==> src/rtl/de_acelp_seq_pkg.sv <==
// Shared scratch-memory map, bus widths and sequencer state encoding.
// Latency: n/a (constants and a pure helper function).
// Backpressure: n/a.
package de_acelp_seq_pkg;

    localparam int ADDR_W = 12;
    localparam int DATA_W = 32;
    localparam int IDX_W  = 6;

    // Scratch locations shared with de_acelp_pipe. COD is 64-word aligned so
    // the word index can be spliced straight into the low address bits.
    localparam logic [ADDR_W-1:0] INDEX_IN = 12'h000;
    localparam logic [ADDR_W-1:0] SIGN_IN  = 12'h001;
    localparam logic [ADDR_W-1:0] COD      = 12'h100;

    typedef enum logic [2:0] {
        IDLE      = 3'd0,
        WR_INDEX  = 3'd1,
        WR_SIGN   = 3'd2,
        START     = 3'd3,
        WAIT_DONE = 3'd4,
        RD_ADDR   = 3'd5,
        RD_CAP    = 3'd6,
        OUT       = 3'd7
    } state_t;

    // Read address of codevector word idx.
    function automatic logic [ADDR_W-1:0] cod_addr(input logic [IDX_W-1:0] idx);
        return {COD[ADDR_W-1:IDX_W], idx};
    endfunction

endpackage

==> src/rtl/de_acelp_seq_if.sv <==
// Host, de_acelp_pipe, scratch-memory and codevector stream signals of the sequencer.
// Latency: n/a (wiring only).
// Backpressure: in_valid/in_ready on input, cod_valid/cod_ready on output.
interface de_acelp_seq_if;
    import de_acelp_seq_pkg::*;

    logic              in_valid;
    logic              in_ready;
    logic [DATA_W-1:0] index_in;
    logic [DATA_W-1:0] sign_in;
    logic              acelp_start;
    logic              acelp_done;
    logic              mem_sel;
    logic [ADDR_W-1:0] mem_write_addr;
    logic [DATA_W-1:0] mem_write_data;
    logic              mem_write_en;
    logic [ADDR_W-1:0] mem_read_addr;
    logic [DATA_W-1:0] mem_read_data;
    logic              cod_valid;
    logic              cod_ready;
    logic [DATA_W-1:0] cod_data;
    logic [IDX_W-1:0]  cod_idx;
    logic              cod_last;
    logic              busy;
    logic              err_timeout;

    // Sequencer side.
    modport slave (
        input  in_valid, index_in, sign_in, acelp_done, mem_read_data, cod_ready,
        output in_ready, acelp_start, mem_sel, mem_write_addr, mem_write_data,
               mem_write_en, mem_read_addr, cod_valid, cod_data, cod_idx, cod_last,
               busy, err_timeout
    );

    // Host / environment side.
    modport master (
        output in_valid, index_in, sign_in, acelp_done, mem_read_data, cod_ready,
        input  in_ready, acelp_start, mem_sel, mem_write_addr, mem_write_data,
               mem_write_en, mem_read_addr, cod_valid, cod_data, cod_idx, cod_last,
               busy, err_timeout
    );

endinterface

==> src/rtl/de_acelp_seq_watchdog.sv <==
// Counts enabled cycles since the last clear and flags when LIMIT is reached.
// Latency: o_expire is high in the cycle the count equals LIMIT (LIMIT+1th enabled cycle).
// Backpressure: none; the count holds at LIMIT until cleared.
module seq_watchdog #(
    parameter int LIMIT = 4095
) (
    input  logic clk,
    input  logic reset,
    input  logic i_clear,
    input  logic i_enable,
    output logic o_expire
);

    localparam int CNT_W = $clog2(LIMIT + 1);

    logic [CNT_W-1:0] r_count;

    // Cycle counter: clear wins, then count while enabled, saturating at LIMIT.
    always_ff @(posedge clk or posedge reset) begin
        if (reset) begin
            r_count <= '0;
        end else if (i_clear) begin
            r_count <= '0;
        end else if (i_enable && !o_expire) begin
            r_count <= r_count + 1'b1;
        end
    end

    assign o_expire = (r_count == CNT_W'(LIMIT));

endmodule

==> src/rtl/de_acelp_seq.sv <==
// Sequences one ACELP subframe: store index/sign, run de_acelp_pipe, stream NUM_COD codevector words.
// Latency: acelp_start 3 cycles after accept; each word takes at least 3 cycles (addr, capture, out).
// Backpressure: in_ready only in IDLE (nothing queued); OUT holds the word until cod_ready.
module de_acelp_seq
    import de_acelp_seq_pkg::*;
#(
    parameter int NUM_COD        = 40,
    parameter int TIMEOUT_CYCLES = 4095
) (
    input  logic          clk,
    input  logic          reset,
    de_acelp_seq_if.slave bus
);

    localparam logic [IDX_W-1:0] LAST_IDX = IDX_W'(NUM_COD - 1);

    state_t            r_state;
    state_t            w_next;
    logic [DATA_W-1:0] r_index;
    logic [DATA_W-1:0] r_sign;
    logic [DATA_W-1:0] r_cod_data;
    logic [IDX_W-1:0]  r_idx;
    logic              w_in_fire;
    logic              w_out_fire;
    logic              w_last;
    logic              w_wd_clear;
    logic              w_wd_enable;
    logic              w_wd_expire;

    assign w_in_fire   = (r_state == IDLE) && bus.in_valid;
    assign w_out_fire  = (r_state == OUT) && bus.cod_ready;
    assign w_last      = (r_idx == LAST_IDX);
    assign w_wd_enable = (r_state == WAIT_DONE);
    assign w_wd_clear  = !w_wd_enable;

    seq_watchdog #(
        .LIMIT (TIMEOUT_CYCLES)
    ) u_watchdog (
        .clk      (clk),
        .reset    (reset),
        .i_clear  (w_wd_clear),
        .i_enable (w_wd_enable),
        .o_expire (w_wd_expire)
    );

    // State register.
    always_ff @(posedge clk or posedge reset) begin
        if (reset) begin
            r_state <= IDLE;
        end else begin
            r_state <= w_next;
        end
    end

    // Next-state logic; done is only looked at in WAIT_DONE so a level left high
    // from the previous subframe cannot short-circuit START.
    always_comb begin
        w_next = r_state;
        case (r_state)
            IDLE:      if (bus.in_valid) w_next = WR_INDEX;
            WR_INDEX:  w_next = WR_SIGN;
            WR_SIGN:   w_next = START;
            START:     w_next = WAIT_DONE;
            WAIT_DONE: begin
                if (bus.acelp_done) begin
                    w_next = RD_ADDR;
                end else if (w_wd_expire) begin
                    w_next = IDLE;
                end
            end
            RD_ADDR:   w_next = RD_CAP;
            RD_CAP:    w_next = OUT;
            OUT:       if (bus.cod_ready) w_next = w_last ? IDLE : RD_ADDR;
            default:   w_next = IDLE;
        endcase
    end

    // Datapath: capture the host words, step the word index, capture read data.
    always_ff @(posedge clk or posedge reset) begin
        if (reset) begin
            r_index    <= '0;
            r_sign     <= '0;
            r_idx      <= '0;
            r_cod_data <= '0;
        end else begin
            if (w_in_fire) begin
                r_index <= bus.index_in;
                r_sign  <= bus.sign_in;
            end
            if ((r_state == WAIT_DONE) && bus.acelp_done) begin
                r_idx <= '0;
            end else if (w_out_fire && !w_last) begin
                r_idx <= r_idx + 1'b1;
            end
            if (r_state == RD_CAP) begin
                r_cod_data <= bus.mem_read_data;
            end
        end
    end

    // Moore outputs; the sequencer owns the scratch memory except while the pipe runs.
    always_comb begin
        bus.in_ready       = 1'b0;
        bus.busy           = 1'b1;
        bus.mem_sel        = 1'b1;
        bus.acelp_start    = 1'b0;
        bus.mem_write_en   = 1'b0;
        bus.mem_write_addr = '0;
        bus.mem_write_data = '0;
        bus.mem_read_addr  = '0;
        bus.cod_valid      = 1'b0;
        bus.cod_last       = 1'b0;
        bus.err_timeout    = 1'b0;
        case (r_state)
            IDLE: begin
                bus.in_ready = 1'b1;
                bus.busy     = 1'b0;
            end
            WR_INDEX: begin
                bus.mem_write_en   = 1'b1;
                bus.mem_write_addr = INDEX_IN;
                bus.mem_write_data = r_index;
            end
            WR_SIGN: begin
                bus.mem_write_en   = 1'b1;
                bus.mem_write_addr = SIGN_IN;
                bus.mem_write_data = r_sign;
            end
            START: begin
                bus.mem_sel     = 1'b0;
                bus.acelp_start = 1'b1;
            end
            WAIT_DONE: begin
                bus.mem_sel     = 1'b0;
                bus.err_timeout = w_wd_expire && !bus.acelp_done;
            end
            RD_ADDR: bus.mem_read_addr = cod_addr(r_idx);
            OUT: begin
                bus.cod_valid = 1'b1;
                bus.cod_last  = w_last;
            end
            default: ;
        endcase
    end

    assign bus.cod_data = r_cod_data;
    assign bus.cod_idx  = r_idx;

endmodule

==> src/flat_wrapper.sv <==
// flat-port wrapper written by rule: the top's interface ports become plain ports
module de_acelp_seq_flat import de_acelp_seq_pkg::*;
#(
    parameter int NUM_COD        = 40,
    parameter int TIMEOUT_CYCLES = 4095
)
  (clk, reset, bus_in_valid, bus_index_in, bus_sign_in, bus_acelp_done, bus_mem_read_data, bus_cod_ready, bus_in_ready, bus_acelp_start, bus_mem_sel, bus_mem_write_addr, bus_mem_write_data, bus_mem_write_en, bus_mem_read_addr, bus_cod_valid, bus_cod_data, bus_cod_idx, bus_cod_last, bus_busy, bus_err_timeout);
  de_acelp_seq_if bus_i ();
  input  logic clk;
  input  logic reset;
  input wire logic [$bits(bus_i.in_valid)-1:0] bus_in_valid;
  input wire logic [$bits(bus_i.index_in)-1:0] bus_index_in;
  input wire logic [$bits(bus_i.sign_in)-1:0] bus_sign_in;
  input wire logic [$bits(bus_i.acelp_done)-1:0] bus_acelp_done;
  input wire logic [$bits(bus_i.mem_read_data)-1:0] bus_mem_read_data;
  input wire logic [$bits(bus_i.cod_ready)-1:0] bus_cod_ready;
  output wire logic [$bits(bus_i.in_ready)-1:0] bus_in_ready;
  output wire logic [$bits(bus_i.acelp_start)-1:0] bus_acelp_start;
  output wire logic [$bits(bus_i.mem_sel)-1:0] bus_mem_sel;
  output wire logic [$bits(bus_i.mem_write_addr)-1:0] bus_mem_write_addr;
  output wire logic [$bits(bus_i.mem_write_data)-1:0] bus_mem_write_data;
  output wire logic [$bits(bus_i.mem_write_en)-1:0] bus_mem_write_en;
  output wire logic [$bits(bus_i.mem_read_addr)-1:0] bus_mem_read_addr;
  output wire logic [$bits(bus_i.cod_valid)-1:0] bus_cod_valid;
  output wire logic [$bits(bus_i.cod_data)-1:0] bus_cod_data;
  output wire logic [$bits(bus_i.cod_idx)-1:0] bus_cod_idx;
  output wire logic [$bits(bus_i.cod_last)-1:0] bus_cod_last;
  output wire logic [$bits(bus_i.busy)-1:0] bus_busy;
  output wire logic [$bits(bus_i.err_timeout)-1:0] bus_err_timeout;
  assign bus_i.in_valid = bus_in_valid;
  assign bus_i.index_in = bus_index_in;
  assign bus_i.sign_in = bus_sign_in;
  assign bus_i.acelp_done = bus_acelp_done;
  assign bus_i.mem_read_data = bus_mem_read_data;
  assign bus_i.cod_ready = bus_cod_ready;
  assign bus_in_ready = bus_i.in_ready;
  assign bus_acelp_start = bus_i.acelp_start;
  assign bus_mem_sel = bus_i.mem_sel;
  assign bus_mem_write_addr = bus_i.mem_write_addr;
  assign bus_mem_write_data = bus_i.mem_write_data;
  assign bus_mem_write_en = bus_i.mem_write_en;
  assign bus_mem_read_addr = bus_i.mem_read_addr;
  assign bus_cod_valid = bus_i.cod_valid;
  assign bus_cod_data = bus_i.cod_data;
  assign bus_cod_idx = bus_i.cod_idx;
  assign bus_cod_last = bus_i.cod_last;
  assign bus_busy = bus_i.busy;
  assign bus_err_timeout = bus_i.err_timeout;
  de_acelp_seq #(.NUM_COD(NUM_COD), .TIMEOUT_CYCLES(TIMEOUT_CYCLES)) u_core (.clk(clk), .reset(reset), .bus(bus_i));
endmodule
==> config.mk <==
export PLATFORM = sky130hd
export DESIGN_NAME = de_acelp_seq_flat
export DESIGN_NICKNAME = d
export VERILOG_FILES = /design/src/rtl/de_acelp_seq_pkg.sv /design/src/rtl/de_acelp_seq_if.sv /design/src/rtl/de_acelp_seq_watchdog.sv /design/src/rtl/de_acelp_seq.sv /design/src/flat_wrapper.sv
export SDC_FILE = /design/constraint.sdc
export NUM_CORES = 1
export LEC_CHECK = 0
export BUFFER_PORTS_ARGS = -buffer_cell sky130_fd_sc_hd__clkbuf_2
export CAP_MARGIN = 20
export CELL_PAD_IN_SITES_DETAIL_PLACEMENT = 1
export CELL_PAD_IN_SITES_GLOBAL_PLACEMENT = 2
export CORE_ASPECT_RATIO = 1.75
export CORE_MARGIN = 5
export CORE_UTILIZATION = 29
export CTS_BUF_LIST = sky130_fd_sc_hd__clkbuf_16
export CTS_CLUSTER_DIAMETER = 30
export DETAILED_ROUTE_END_ITERATION = 6
export GPL_TIMING_DRIVEN = 0
export PLACE_DENSITY = 0.78
export SLEW_MARGIN = 15
export SYNTH_ARGS = -nofsm -noshare
export SYNTH_HDL_FRONTEND = slang
export SYNTH_HIERARCHICAL = 1
export SYNTH_SLANG_ARGS = --single-unit
==> constraint.sdc <==
create_clock -name clk -period 3.58 [get_ports clk]
set_input_delay 0.716 -clock clk [delete_from_list [all_inputs] [get_ports clk]]
set_output_delay 0.716 -clock clk [all_outputs]
set_load 0.05 [all_outputs]
==> results of run 1 <==
flip-flops by register name, indices dropped and copies added (netlist names):
| name | flops |
|---|---|
| u_core/bus.cod_data | 32 |
| u_core/r_index | 32 |
| u_core/r_sign | 32 |
| u_core/u_watchdog/r_count | 12 |
| u_core/bus.cod_idx | 6 |
| u_core/r_state | 3 |
synthesized netlist by cell type (all sizes together), types with 4 or more instances:
| master | n |
|---|---|
| mux2 | 97 |
| nand4 | 5 |
| a22o | 32 |
| dfrtp | 117 |
| inv | 8 |
| nor3 | 5 |
| mux2i | 7 |
| o21ai | 4 |
| nor2 | 14 |
| and4 | 4 |
| and2 | 9 |
| nand2b | 7 |
| nand2 | 13 |
| a21oi | 11 |
| clkbuf | 7 |
| buf | 31 |
final cells by class:
| type | instances | share of cell area [%] |
|---|---|---|
| repair buffers | 187 | 13.0 |
| well taps | 238 | 4.03 |
| clock buffers | 17 | 5.75 |
| multi-input cells | 260 | 31.0 |
| flip-flops and latches | 117 | 39.6 |
| plain buffers | 38 | 3.87 |
| inverters | 8 | 0.474 |
| diodes | 1 | 0.0338 |
| clock inverters | 14 | 2.28 |
routing by layer:
metal | GRT usage [%] | vias up | wire [µm]
li1 | - | 1884 | -
met1 | 14.9 | 2051 | 5540
met2 | 28.4 | 130 | 9190
met3 | 3.31 | 25 | 860
met4 | 6.49 | 0 | 441
met5 | 0 | - | 0
worst paths after layout:
kind                                    start                       endpoint
max in group asynchronous               reset             u_core/r_index[17]
max reg2reg                 u_core/r_state[2]  u_core/u_watchdog/r_count[11]
min                                     reset              u_core/r_state[1]
max                         u_core/r_state[1]         bus_mem_write_data[26]
min in group clk           u_core/r_index[25]             u_core/r_index[25]
min reg2reg                u_core/r_index[25]             u_core/r_index[25]
logic make-up (layout without fill, tap and decap cells):
logic type / Yosys count / after routing / share of synthesized area, %
AOI/OAI and AO/OA: 60 / 60 / 8.68
xor gates and xnor gates: 3 / 3 / 0.480
adders and majority gates: 2 / 2 / 0.457
buffers and inverters: 46 / 264 / 5.78
DFF: 117 / 117 / 53.4
muxes: 104 / 104 / 23.3
other: 1 / 17 / 0.0684
and+or+nand+nor: 75 / 75 / 7.85
where the power goes:
part / switching (mW) / internal, mW / total [mW] / leakage, nW
registers: 0.326 / 1.89 / 2.22 / 1.43
clock network: 0.580 / 1.14 / 1.72 / 0.295
logic: 1.44 / 0.838 / 2.28 / 2.03
stage by stage:
step / total power, mW / hold slack [ns]
final: 6.22 / 0.345
after global routing: 6.55 / 0.384
after CTS: 6.32 / 0.370
after detailed placement: 4.55 / 0.477
after global placement: 4.43 / 0.468
after floorplan: 3.93 / 0.459
critical path: cells and delay by family (launching register included):
| family | cells | cell delay [ns] |
|---|---|---|
| buffers and inverters | 2 | 0.81 |
| and+or+nand+nor | 2 | 0.56 |
| DFF | 1 | 0.47 |
| AOI/OAI and AO/OA | 1 | 0.25 |
==> results.toml, run 1 <==
[run_status]
outcome = "finished clean"

[worst_setup_path]
critPathLaunchType = "flop"
crit_slowest_cell = "clkbuf_1"
required_ns = 2.86
crit_arrival_ns = 2.50
crit_chain = "nand2b_1 -> nor2_1 -> clkbuf_1 -> a22o_1 -> clkbuf_2"
critPathMaxFanout = 10
endpoint_kind = "output pin"
reg2reg_depth = 7
crit_type = "reg2out"
r2r_slack_ns = 1.16
cpPeakStageDelay_ns = 0.52

[timing]
min_period_ns = 3.22
fin_skew_ns = 0.0109
period_share_pct = 89.8
fin_ws_ns = 0.365
rsz0062_at_grt = "false"
max-slew-margin-rel_pct = 59.6
setup_violations = 0
tns_ns = 0
final-max-slew-violation-count = 0
finalHoldViolCount = 0
max_slew.worst_pin.slew_ns = 0.606
fmax_mhz = 311

[final_layout]
fin_cells = 880
layout_commonest_cell = "clkbuf_2"
syn2layout_area_growth_pct = 34.9
fillCellCount = 2050
multi_input_area_um2 = 2290
fin_nets = 732
drive_gt1_share_pct = 44.5
regArea_um2 = 2930
stdcell_area_um2 = 7390
final_cell_mix = "clkbuf_2, dfrtp_1, mux2_1"
fin_util_pct = 39.8

[clock_tree]
htreeDepth = 4
path_clk_slew_ns = 0.06
cts_resized = 0
clock_path_buffers = 2
cts_buffers = 17
postCtsSetupRepairBufs = 0
hold_buffers = 0
clockRootBuffer = "clkbuf_16"
cts_tree = "built"
clk_latency_ns = 0.40
cts.sinks = 117

[power]
ir_worst_vdd_uv = 312
p_leak_nw = 3.75
pwr_density_cell_nw_per_um2 = 841

[placement]
io_buffers = 186
dp_cells = 848
dp_slack_ns = 0.720
placed_area_um2 = 6800
dpl.hpwl_um = 12800
place_congestion = 0.786

[detailed_routing]
vias_per_cell = 4.65
wl_per_cell_um = 18.2
vias = 4090
firstDrtPassIters = 4
drt-total-wl_um = 16000
drc = 0
drtIter0Drc = 93
drtAntennaViolNets = 0

[yosys]
yosysTopAreaCell = "dfrtp_1"
ys.flop_type = "dfrtp_1"
yosysTopAreaCellShare_pct = 53.4
synth-async-reset-ratio_pct = 100
synth_area_per_cell_um2 = 13.4
synth.yosys.warnings = 6
synth_area_leaders = "dfrtp_1, mux2_1, mux2_4"
synth_edf_count = 0
yosysUniqueCellTypes = 47
syn_inst = 408
synth-seq-cells = 117
syn-cell-area_um2 = 5480
seq_area_frac_synth_pct = 53.4

[floorplanning]
die_w_um = 114
num_io_pins = 203
num_rows = 66
initial_core_util_pct = 29.5
coreArea_um2 = 18600
fp.dieH_um = 192
die_area_um2 = 21900

[grt]
grt-ovfl-total = 0
grt_first_pass_wirelength_um = 25000
grt_max_degree = 55
grt_use_total_pct = 14.8
grt_pass1_vias = 4734
antenna_found_initial = 0

[min_path]
hold_class = "in2async"

[run]
drv_cap = 0
Power figures use the tool's default switching activity.
==> inputs of run 2 (changes only) <==
- clock period: 3.58 -> 2.9 ns (I/O delays scaled with it)
==> run 2 against run 1 <==
Wire length is 2.5% lower. Utilization is 0.35 points higher. Die area stayed put. Clock skew is 0.0020 ns lower. Hold slack worse by 0.12 ns. Via count is 0.12% higher. Register-to-register slack worse by 0.60 ns. First-iteration DRC count is 34% lower. Flip-flop and latch count stayed put. Power is 24% higher. Final cell count is 0.11% higher. Combinational power is 24% higher. Critical path type unchanged. Critical endpoint is now bus_mem_write_data[9]. Highest routed layer unchanged.
==> results.toml, run 2 (synthesis gave the netlist of run 1 again) <==
[run_status]
outcome = "finished clean"

[grt]
grt-ovfl-total = 0
grt_pass1_vias = 4777
grt_use_total_pct = 14.6
grt_max_degree = 37
grt_first_pass_wirelength_um = 25000
antenna_found_initial = 0

[clock_tree]
htreeDepth = 4
hold_buffers = 0
clock_path_buffers = 2
cts_tree = "built"
cts_buffers = 17
path_clk_slew_ns = 0.06
cts.sinks = 117
clockRootBuffer = "clkbuf_16"
clk_latency_ns = 0.40

[final_layout]
layout_commonest_cell = "clkbuf_2"
fin_cells = 881
fin_nets = 734
drive_gt1_share_pct = 45.7
regArea_um2 = 2930
final_cell_mix = "clkbuf_2, dfrtp_1, mux2_1"
multi_input_area_um2 = 2310
syn2layout_area_growth_pct = 36.1
n_antenna_cell = 0
fin_util_pct = 40.1
fillCellCount = 2057

[timing]
setup_violations = 0
period_share_pct = 95.6
tns_ns = 0
fin_ws_ns = 0.129
min_period_ns = 2.77
max-slew-margin-rel_pct = 62.8
fin_skew_ns = 0.00893
max_slew.worst_pin.slew_ns = 0.557
fmax_mhz = 361
final-max-slew-violation-count = 0
rsz0062_at_grt = "false"
finalHoldViolCount = 0

[worst_setup_path]
critPathLaunchType = "flop"
crit_type = "reg2out"
crit_arrival_ns = 2.19
endpoint_kind = "output pin"
required_ns = 2.32
critPathMaxFanout = 10

[power]
seq_power_share_pct = 35.5
pwr_density_cell_nw_per_um2 = 1030
p_int_mw = 4.78
switchingPower_mw = 2.90
swShare_pct = 37.8
ir_worst_vdd_uv = 466
pwr-share-comb_pct = 36.8
p_leak_nw = 3.78
clock_power_share_pct = 27.8

[min_path]
hold_class = "in2async"

[detailed_routing]
drtAntennaViolNets = 0
firstDrtPassIters = 6
drt-total-wl_um = 15600
drc = 0
wl_per_cell_um = 17.8
vias = 4095
drtIter0Drc = 61
vias_per_cell = 4.65

[floorplanning]
coreArea_um2 = 18600
die_w_um = 114
num_io_pins = 203
fp.dieH_um = 192
num_rows = 66
die_area_um2 = 21900
initial_core_util_pct = 29.5

[placement]
dpl.hpwl_um = 12500
dp_slack_ns = 0.109
dp_cells = 850
io_buffers = 186
place_congestion = 0.786

[run]
drv_cap = 0
==> run 2: layout make-up <==
cell class | instances | share of cell area [%]
Sequential cell | 117 | 39.2
Tap cell | 238 | 3.99
Buffer | 38 | 3.94
Clock inverter | 14 | 2.26
Inverter | 8 | 0.453
Clock buffer | 17 | 5.70
Timing Repair Buffer | 189 | 13.4
Multi-Input combinational cell | 260 | 31.0
==> run 2: power groups by stage <==
stage                     combinational, mW  clock [mW]  sequential [mW]
after floorplan                        1.31           0             3.55
after global placement                 2.77           0             2.70
after detailed placement               2.85           0             2.76
after CTS                              2.87        2.20             2.74
after global routing                   2.99        2.27             2.81
final                                  2.83        2.13             2.72
==> run 2: timing repair <==
action                                  4_1_cts  5_1_grt
setup buffers                                 0        0
endpoints found under the hold margin         0        0
endpoints found under the setup margin       30       31
pin swaps                                     0        0
gates resized for setup                       6        5
==> run 2: final timing paths <==
path | start | end | slack, ns | cells past startpoint
worst min-delay path | reset | u_core/u_watchdog/r_count[8] | 0.23 | 2
worst max-delay path | u_core/r_state[1] | bus_mem_write_data[9] | 0.13 | 5
min in group clk | bus_mem_read_data[1] | u_core/bus.cod_data[1] | 0.39 | 2
worst max register to register | u_core/r_state[2] | u_core/u_watchdog/r_count[5] | 0.56 | 7
max in group asynchronous | reset | u_core/r_index[25] | 1.92 | 4
worst min register to register | u_core/r_sign[30] | u_core/r_sign[30] | 0.49 | 1
==> run 2: stage by stage <==
stage / cell area (µm²) / hold WS [ns] / power [mW]
final: 7460 / 0.226 / 7.68
after floorplan: 5550 / 0.445 / 4.86
after global placement: 6780 / 0.468 / 5.47
after detailed placement: 6840 / 0.479 / 5.61
after global routing: 7460 / 0.259 / 8.08
after CTS: 7450 / 0.219 / 7.81
==> run 2: critical path: stages (launching register included) <==
cell,delay (ns)
dfrtp_1,0.47
nand2b_1,0.27
nor2_4,0.23
clkbuf_2,0.33
a22o_1,0.20
clkbuf_2,0.28
==> run 2: layer usage <==
| metal | GRT usage (%) | vias to the layer above | part of all wire (%) |
|---|---|---|---|
| li1 | - | 1889 | - |
| met1 | 15.5 | 2068 | 37 |
| met2 | 28.0 | 122 | 57 |
| met3 | 3.15 | 16 | 4.8 |
| met4 | 4.66 | 0 | 1.6 |
| met5 | 0 | - | 0 |
